File: src/rtl/regblock_ctrl.sv
// Multi-cycle sequencer: decodes one instruction per handshake, drives the regfile/ALU datapath and a req/ack data port.
// ALU ops take 3 cycles accept-to-accept; load/store add the memory wait. instr_ready is high only in IDLE.
module regblock_ctrl #(
   parameter int         RWIDTH      = 6,
   parameter int         DWIDTH      = 32,
   parameter int         IMM_IN      = 15,
   parameter int         MEM_TIMEOUT = 16,
   parameter logic [3:0] ALU_ADD     = 4'b0000
) (
   input  logic              clk,
   input  logic              rst,
   input  logic [31:0]       instr,
   input  logic              instr_valid,
   output logic              instr_ready,
   output logic [RWIDTH-1:0] rs,
   output logic [RWIDTH-1:0] rt,
   output logic [RWIDTH-1:0] rd,
   output logic              we,
   output logic              muxsel1,
   output logic [IMM_IN-1:0] imm_in,
   output logic [3:0]        alu_opsel,
   output logic              wd_sel,
   input  logic [DWIDTH-1:0] alu_result,
   output logic              mem_req,
   output logic              mem_we,
   output logic [DWIDTH-1:0] mem_addr,
   input  logic              mem_ack,
   input  logic [DWIDTH-1:0] mem_rdata,
   output logic [DWIDTH-1:0] load_data,
   output logic              done,
   output logic              err,
   output logic              halted,
   output logic [31:0]       retire_cnt
);

   localparam int WW = (MEM_TIMEOUT > 1) ? $clog2(MEM_TIMEOUT) : 1;

   localparam logic [4:0] OP_NOP   = 5'h00;
   localparam logic [4:0] OP_RTYPE = 5'h01;
   localparam logic [4:0] OP_LOAD  = 5'h04;
   localparam logic [4:0] OP_STORE = 5'h05;
   localparam logic [4:0] OP_HALT  = 5'h1F;

   typedef enum logic [2:0] {S_IDLE, S_DECODE, S_EXEC, S_MEM, S_WB, S_HALT} state_t;

   state_t        state;
   logic [4:0]    op_q;
   logic [WW-1:0] wait_cnt;
   logic [4:0]    op_in;
   logic          is_alu_q;
   logic          is_mem_q;

   assign op_in    = instr[31:27];
   assign is_alu_q = (op_q == OP_RTYPE) || (op_q[4:3] == 2'b10);
   assign is_mem_q = (op_q == OP_LOAD) || (op_q == OP_STORE);

   always_ff @(posedge clk) begin
      if (rst) begin
         state       <= S_IDLE;
         op_q        <= '0;
         wait_cnt    <= '0;
         instr_ready <= 1'b0;
         rs          <= '0;
         rt          <= '0;
         rd          <= '0;
         we          <= 1'b0;
         muxsel1     <= 1'b0;
         imm_in      <= '0;
         alu_opsel   <= '0;
         wd_sel      <= 1'b0;
         mem_req     <= 1'b0;
         mem_we      <= 1'b0;
         mem_addr    <= '0;
         load_data   <= '0;
         done        <= 1'b0;
         err         <= 1'b0;
         halted      <= 1'b0;
         retire_cnt  <= '0;
      end else begin
         done   <= 1'b0;
         we     <= 1'b0;
         wd_sel <= 1'b0;
         case (state)
            S_IDLE: begin
               instr_ready <= 1'b1;
               if (instr_ready && instr_valid) begin
                  instr_ready <= 1'b0;
                  op_q        <= op_in;
                  state       <= S_DECODE;
                  rs          <= RWIDTH'(instr[26:21]);
                  rt          <= RWIDTH'(instr[20:15]);
                  imm_in      <= IMM_IN'(instr[14:0]);
                  // Control fields are settled at accept so they are stable through DECODE and EXEC.
                  if (op_in == OP_RTYPE) begin
                     rd        <= RWIDTH'(instr[14:9]);
                     alu_opsel <= instr[3:0];
                     muxsel1   <= 1'b0;
                  end else if (op_in[4:3] == 2'b10) begin
                     rd        <= RWIDTH'(instr[20:15]);
                     alu_opsel <= {1'b0, op_in[2:0]};
                     muxsel1   <= 1'b1;
                  end else if (op_in == OP_LOAD || op_in == OP_STORE) begin
                     rd        <= RWIDTH'(instr[20:15]);
                     alu_opsel <= ALU_ADD;
                     muxsel1   <= 1'b1;
                  end else begin
                     rd        <= RWIDTH'(instr[20:15]);
                     alu_opsel <= instr[3:0];
                     muxsel1   <= 1'b0;
                  end
               end
            end
            S_DECODE: begin
               if (op_q == OP_NOP) begin
                  done        <= 1'b1;
                  retire_cnt  <= retire_cnt + 32'd1;
                  instr_ready <= 1'b1;
                  state       <= S_IDLE;
               end else if (op_q == OP_HALT) begin
                  done   <= 1'b1;
                  halted <= 1'b1;
                  state  <= S_HALT;
               end else if (is_alu_q) begin
                  we         <= 1'b1;
                  done       <= 1'b1;
                  retire_cnt <= retire_cnt + 32'd1;
                  state      <= S_EXEC;
               end else if (is_mem_q) begin
                  state <= S_EXEC;
               end else begin
                  err         <= 1'b1;
                  done        <= 1'b1;
                  instr_ready <= 1'b1;
                  state       <= S_IDLE;
               end
            end
            S_EXEC: begin
               if (is_mem_q) begin
                  mem_addr <= alu_result;
                  mem_req  <= 1'b1;
                  mem_we   <= (op_q == OP_STORE);
                  wait_cnt <= '0;
                  state    <= S_MEM;
               end else begin
                  instr_ready <= 1'b1;
                  state       <= S_IDLE;
               end
            end
            S_MEM: begin
               // An ack arriving on the last allowed wait cycle still completes the access.
               if (mem_ack) begin
                  mem_req    <= 1'b0;
                  mem_we     <= 1'b0;
                  done       <= 1'b1;
                  retire_cnt <= retire_cnt + 32'd1;
                  if (op_q == OP_LOAD) begin
                     load_data <= mem_rdata;
                     we        <= 1'b1;
                     wd_sel    <= 1'b1;
                     state     <= S_WB;
                  end else begin
                     instr_ready <= 1'b1;
                     state       <= S_IDLE;
                  end
               end else if (wait_cnt == WW'(MEM_TIMEOUT - 1)) begin
                  mem_req     <= 1'b0;
                  mem_we      <= 1'b0;
                  err         <= 1'b1;
                  done        <= 1'b1;
                  instr_ready <= 1'b1;
                  state       <= S_IDLE;
               end else begin
                  wait_cnt <= wait_cnt + WW'(1);
               end
            end
            S_WB: begin
               instr_ready <= 1'b1;
               state       <= S_IDLE;
            end
            default: begin
               instr_ready <= 1'b0;
            end
         endcase
      end
   end

endmodule
File: config.mk
export PLATFORM = sky130hd
export DESIGN_NAME = regblock_ctrl
export DESIGN_NICKNAME = d
export VERILOG_FILES = /design/src/rtl/regblock_ctrl.sv
export SDC_FILE = /design/constraint.sdc
export NUM_CORES = 1
export LEC_CHECK = 0
export BUFFER_PORTS_ARGS = -buffer_cell sky130_fd_sc_hd__clkbuf_2
export CORE_MARGIN = 10
export CORE_UTILIZATION = 44
export DETAILED_ROUTE_END_ITERATION = 8
export GPL_ROUTABILITY_DRIVEN = 0
export PLACE_DENSITY_LB_ADDON = 0.25
export SLEW_MARGIN = 10
export SYNTH_ARGS = -nofsm -noshare
export SYNTH_HDL_FRONTEND = slang
export SYNTH_SLANG_ARGS = --single-unit
File: constraint.sdc
create_clock -name clk -period 1.9 [get_ports clk]
set_input_delay 0.095 -clock clk [delete_from_list [all_inputs] [get_ports clk]]
set_output_delay 0.095 -clock clk [all_outputs]
set_load 0.02 [all_outputs]
# After elaboration in Yosys (flattened, before gate mapping)
# Cells that the tools add are included.
[totals]
elab_cells = 133
output_inout_bits = 142
ramBits = 0
rom_bits = 0
regBits = 154
latchBits = 0
n_memories = 0
[op_classes]
n_div = 0
n_addsub = 2
multipliers = 0
n_reduce_logical = 20
mux = 60
bitwise = 2
n_lt_le_gt_ge = 0
n_shift = 0
n_eq_ne = 29
[op_table]
columns = ["op", "n"]
rows = [
  ["32-bit two-way mux", 4],
  ["32-bit case mux with 2 select lines", 1],
  ["32-bit by 1-bit adder with 32-bit output, second input constant", 1],
  ["1-bit two-way mux", 31],
  ["4-bit two-way mux", 6],
  ["5-bit by 3-bit equality test with 1-bit output, second input constant", 4],
  ["2-bit != test, second input constant", 10],
  ["3-bit two-way mux", 6],
  ["3-bit != test, second input constant", 5],
  ["3-bit case mux with 5 select lines", 1],
  ["3-bit AND reduction", 4],
  ["4-bit AND reduction", 3],
  ["5-bit by 1-bit equality test with 1-bit output, second input constant", 2],
  ["1-bit case mux with 2 select lines", 5],
  ["4-bit case mux with 2 select lines", 1],
  ["7-bit AND reduction", 1],
  ["3-bit by 2-bit equality test with 1-bit output, second input constant", 2],
  ["2-bit two-way mux", 3],
  ["6-bit two-way mux", 1],
  ["5-bit equality test, second input constant", 1],
  ["5-bit logical NOT", 1],
  ["1-bit case mux with 5 select lines", 1],
  ["5-bit nonzero test", 1],
  ["4-bit by 1-bit adder with 4-bit output, second input constant", 1],
  ["other kinds (11)", 17],
]

# Longest topological paths before layout
[logic_depth]
ltp_word = 7
depth_mapped = 8
ltp_nobuf = 6

# Worst setup path after synthesis
# Ideal clock, no wire load.
[synth_timing]
path_type = "register to register"
start = "reg retire_cnt[4]"
end = "reg retire_cnt[23]"
arrival_time_ns = 2.198
slack_ns = -0.368
setup_ns = 0.070
path_stages_with_launch = 7
required_ns = 1.830
path_buffers = 1
path_cell_list = "dfxtp_1 -> nand4_2 -> or4_1 -> or3_1 -> buf_2 -> or4_1 -> a21oi_1"
[synth_via]
elab_chain_len = 5
elab_cells_between_ends = 6
cone_classes = "1 x add/sub; 5 x mux"
[synth_lines]
columns = ["item", "line_no", "rtl"]
rows = [
  ["start: declaration", "33", "output logic [31:0] retire_cnt"],
  ["start signal: assignment", "116", "retire_cnt <= retire_cnt + 32'd1;"],
  ["start signal: assignment", "126", "retire_cnt <= retire_cnt + 32'd1;"],
  ["start signal: assignment", "155", "retire_cnt <= retire_cnt + 32'd1;"],
  ["32-bit by 1-bit adder with 32-bit output *", "116, 126, 155", ""],
  ["32-bit two-way mux", "123", "end else if (is_alu_q) begin"],
  ["32-bit two-way mux", "119", "end else if (op_q == OP_HALT) begin"],
  ["32-bit two-way mux", "114", "if (op_q == OP_NOP) begin"],
  ["32-bit case mux with 2 select lines *", "83", "case (state)"],
]
# Every way passes the cells marked *; elsewhere a longest branch is shown, timed or not. The select of a mux whose other input is x is not followed.
# A chain may end at the register's enable or synchronous reset.

# Final worst setup path
[layout_timing]
start = "reg retire_cnt[6]"
end = "reg retire_cnt[21]"
# Same word-level chain as after synthesis.

==> flow_metrics.env <==
export IMPL_status="finished, violations left"
export IMPL_violations="setup timing"
export IMPL_post_route_cells_drive_above_1_share_pct=31.8
export IMPL_numClockSinks=154
export IMPL_grt_pass1_wl_mm=33.0
export IMPL_setup_viol=5
export IMPL_clkSlewWorstSetupHoldPaths_ns=0.06
export IMPL_synth_most_common_cell="nand2_1"
export IMPL_initial_core_util_pct=45.3
export IMPL_wire_per_inst_um=15.9
export IMPL_rsz0062_at_grt="true"
export IMPL_area_growth_pct=57.9
export IMPL_period_share_pct=107
export IMPL_drt_iter0_markers=422
export IMPL_cts_tree="yes"
export IMPL_synth_cell_types=49
export IMPL_vias_per_cell=5.15
export IMPL_crit_fanout=4
export IMPL_num_vias=6772
export IMPL_clkLatencyLatePin_ns=0.42
export IMPL_hp_class="input pin to flip-flop"
export IMPL_nets=1227
export IMPL_cp_slowest_cell="or4_4"
export IMPL_yosysSeqAreaShare_pct=51.0
export IMPL_place_hpwl_mm=13.6
export IMPL_timing_max_cap_violations=0
export IMPL_ant_nets=0
export IMPL_ios=242
export IMPL_firstDrtPassIters=5
export IMPL_grt_antenna_before_repair=0
export IMPL_synth_largest_area_cell="dfxtp_1"
export IMPL_synthCells=758
export IMPL_synth_edf_count=0
export IMPL_design_die_area_um2=18800
export IMPL_worst_ep_arrival_time_ns=2.33
export IMPL_numCtsBuffers=17
export IMPL_yosys_register_bits=154
export IMPL_remaining_drc_errors=0
export IMPL_syn_avg_cell_area_um2=7.97
export IMPL_cp_cell_sequence="nand4_4 > or4_4 > or4_4 > buf_4 > buf_6 > xnor2_2 > nor2_1"
export IMPL_grt_pass1_vias=6624
export IMPL_slew_headroom_pct=56.8
export IMPL_ys_top_cells_by_count="nand2_1, dfxtp_1, a21oi_1"
export IMPL_r2r_setup_slack_ns=-0.12
export IMPL_period_needed_ns=2.02
export IMPL_max_clock_freq_mhz=494
export IMPL_cp_common_cell="or4_4"
export IMPL_numPortBuffers=241
export IMPL_async_flop_share_pct=0
export IMPL_synth_area_leaders="dfxtp_1, nand2_1, a21oi_1, nor2_1, clkbuf_1"
export IMPL_leakage_uw=0.00403
export IMPL_htree_levels=4
export IMPL_pre_cts_slack_ns=-0.119
export IMPL_die_h_um=137
export IMPL_end_kind="flip-flop"
export IMPL_tightest_slew_ns=0.648
export IMPL_slew_violations=0
export IMPL_post_route_util_pct=71.5
export IMPL_die_x_um=137
export IMPL_grt_max_degree=58
export IMPL_coreArea_um2=13300
export IMPL_synth_top_flop_cell="dfxtp_1"
export IMPL_cellPowerDensity_nw_per_um2=797
export IMPL_slowest_delay_ns=0.56
export IMPL_max_clock_path_buffers=2
export IMPL_cp_start_kind="flip-flop"
export IMPL_final_setup_worst_slack_ns=-0.124
export IMPL_routed_wl_mm=20.9
export IMPL_worst_setup_path_type="flip-flop to flip-flop"
export IMPL_peakVddDrop_uv=746
export IMPL_yosysWarnings=0
export IMPL_fin_skew_ns=0.0111
export IMPL_hold_viol=0
export IMPL_netlist_area_um2=6040
export IMPL_synthesis_nets=860
export IMPL_grt_overflow_total=0
export IMPL_synth_top_area_share_pct=51.0
export IMPL_required_ns=2.21
export IMPL_cts_root_buf="clkbuf_16"
export IMPL_grt_use_total_pct=21.6
export IMPL_rows=42
-- layout by cell type, fill, tap and decap left out, types with 12 or more instances in the layout --
cell type / synthesis / final
clkbuf_2: 0 / 240
nand2_1: 217 / 217
dfxtp_1: 154 / 142
a21oi_1: 123 / 123
dlygate4sd3_1: 0 / 96
buf_4: 0 / 55
nor2_1: 51 / 50
clkbuf_16: 0 / 18
nand3_1: 18 / 16
xnor2_1: 15 / 14
dfxtp_4: 0 / 12
-- path summary, 6_finish.rpt --
check	cells after the start	endpoint	startpoint
max	7	retire_cnt[21]	retire_cnt[6]
min	4	wait_cnt[2]	mem_ack
max reg2reg	7	retire_cnt[21]	retire_cnt[6]
min reg2reg	2	load_data[8]	load_data[8]
-- worst max-delay path: cells and delay by family (launching register included) --
kind,cells,cell delay (ns)
simple gates,4,1.18
flops,1,0.35
buf+inv,2,0.26
xor+xnor,1,0.12
-- routing by layer --
| layer | GRT usage (%) | routed length [µm] |
|---|---|---|
| met3 | 9.43 | 2080 |
| met2 | 35.3 | 10500 |
| met4 | 8.55 | 475 |
| met1 | 24.4 | 7910 |
| met5 | 0 | 0 |
-- flip-flops by register name (all words and copies together) (netlist names) --
register     cells
instr_ready      1
rt               6
err              1
we               1
halted           1
rs               6
op_q             5
muxsel1          1
mem_req          1
mem_we           1
retire_cnt      32
rd               6
alu_opsel        4
state            3
wait_cnt         4
load_data       32
imm_in          15
done             1
mem_addr        32
wd_sel           1
-- power breakdown --
group,switching [µW],internal (µW)
Sequential,34.2,3270
Combinational,350,333
Clock,1310,2310
Total,1690,5910
-- final cells by class --
| type | instances | area, µm² |
|---|---|---|
| flip-flops and latches | 154 | 3130 |
| well taps | 176 | 220 |
| repair buffers | 398 | 2710 |
| inverters | 5 | 18.8 |
| multi-input cells | 549 | 2830 |
| clock buffers | 21 | 472 |
| fillers | 1029 | 3800 |
| diodes | 1 | 2.50 |
| clock inverters | 10 | 165 |
-- kinds of logic after synthesis --
logic type / synth area share (%)
simple gates: 25.5
xor+xnor: 2.75
fa+ha+maj: 0.414
mux: 1.37
flops: 51.0
compound gates: 15.5
buf+inv: 3.48
-- through the flow --
stage / TNS (ns) / instance area (µm²) / hold slack (ns) / cells / total power, µW
4_1_cts: -0.346 / 9490 / 0.0695 / 1312 / 7630
2_1_floorplan: -0.524 / 6120 / 0.231 / 758 / 3630
6_report: -0.399 / 9540 / 0.0939 / 1314 / 7600
3_5_place_dp: -0.376 / 7880 / 0.322 / 1185 / 3880
3_3_place_gp: -0.251 / 7880 / 0.319 / 1185 / 3870
5_1_grt: -0.677 / 9540 / 0.117 / 1313 / 7880
-- repair_timing --
item / 4_1_cts / 5_1_grt
resized for setup: 1 / 9
endpoints found under the hold margin: 98 / 0
hold buffers: 96 / 0
pin swaps: 1 / 1
endpoints found under the setup margin: 6 / 42
setup buffers: 0 / 1
Note: power is estimated with default switching activity, not from simulation.
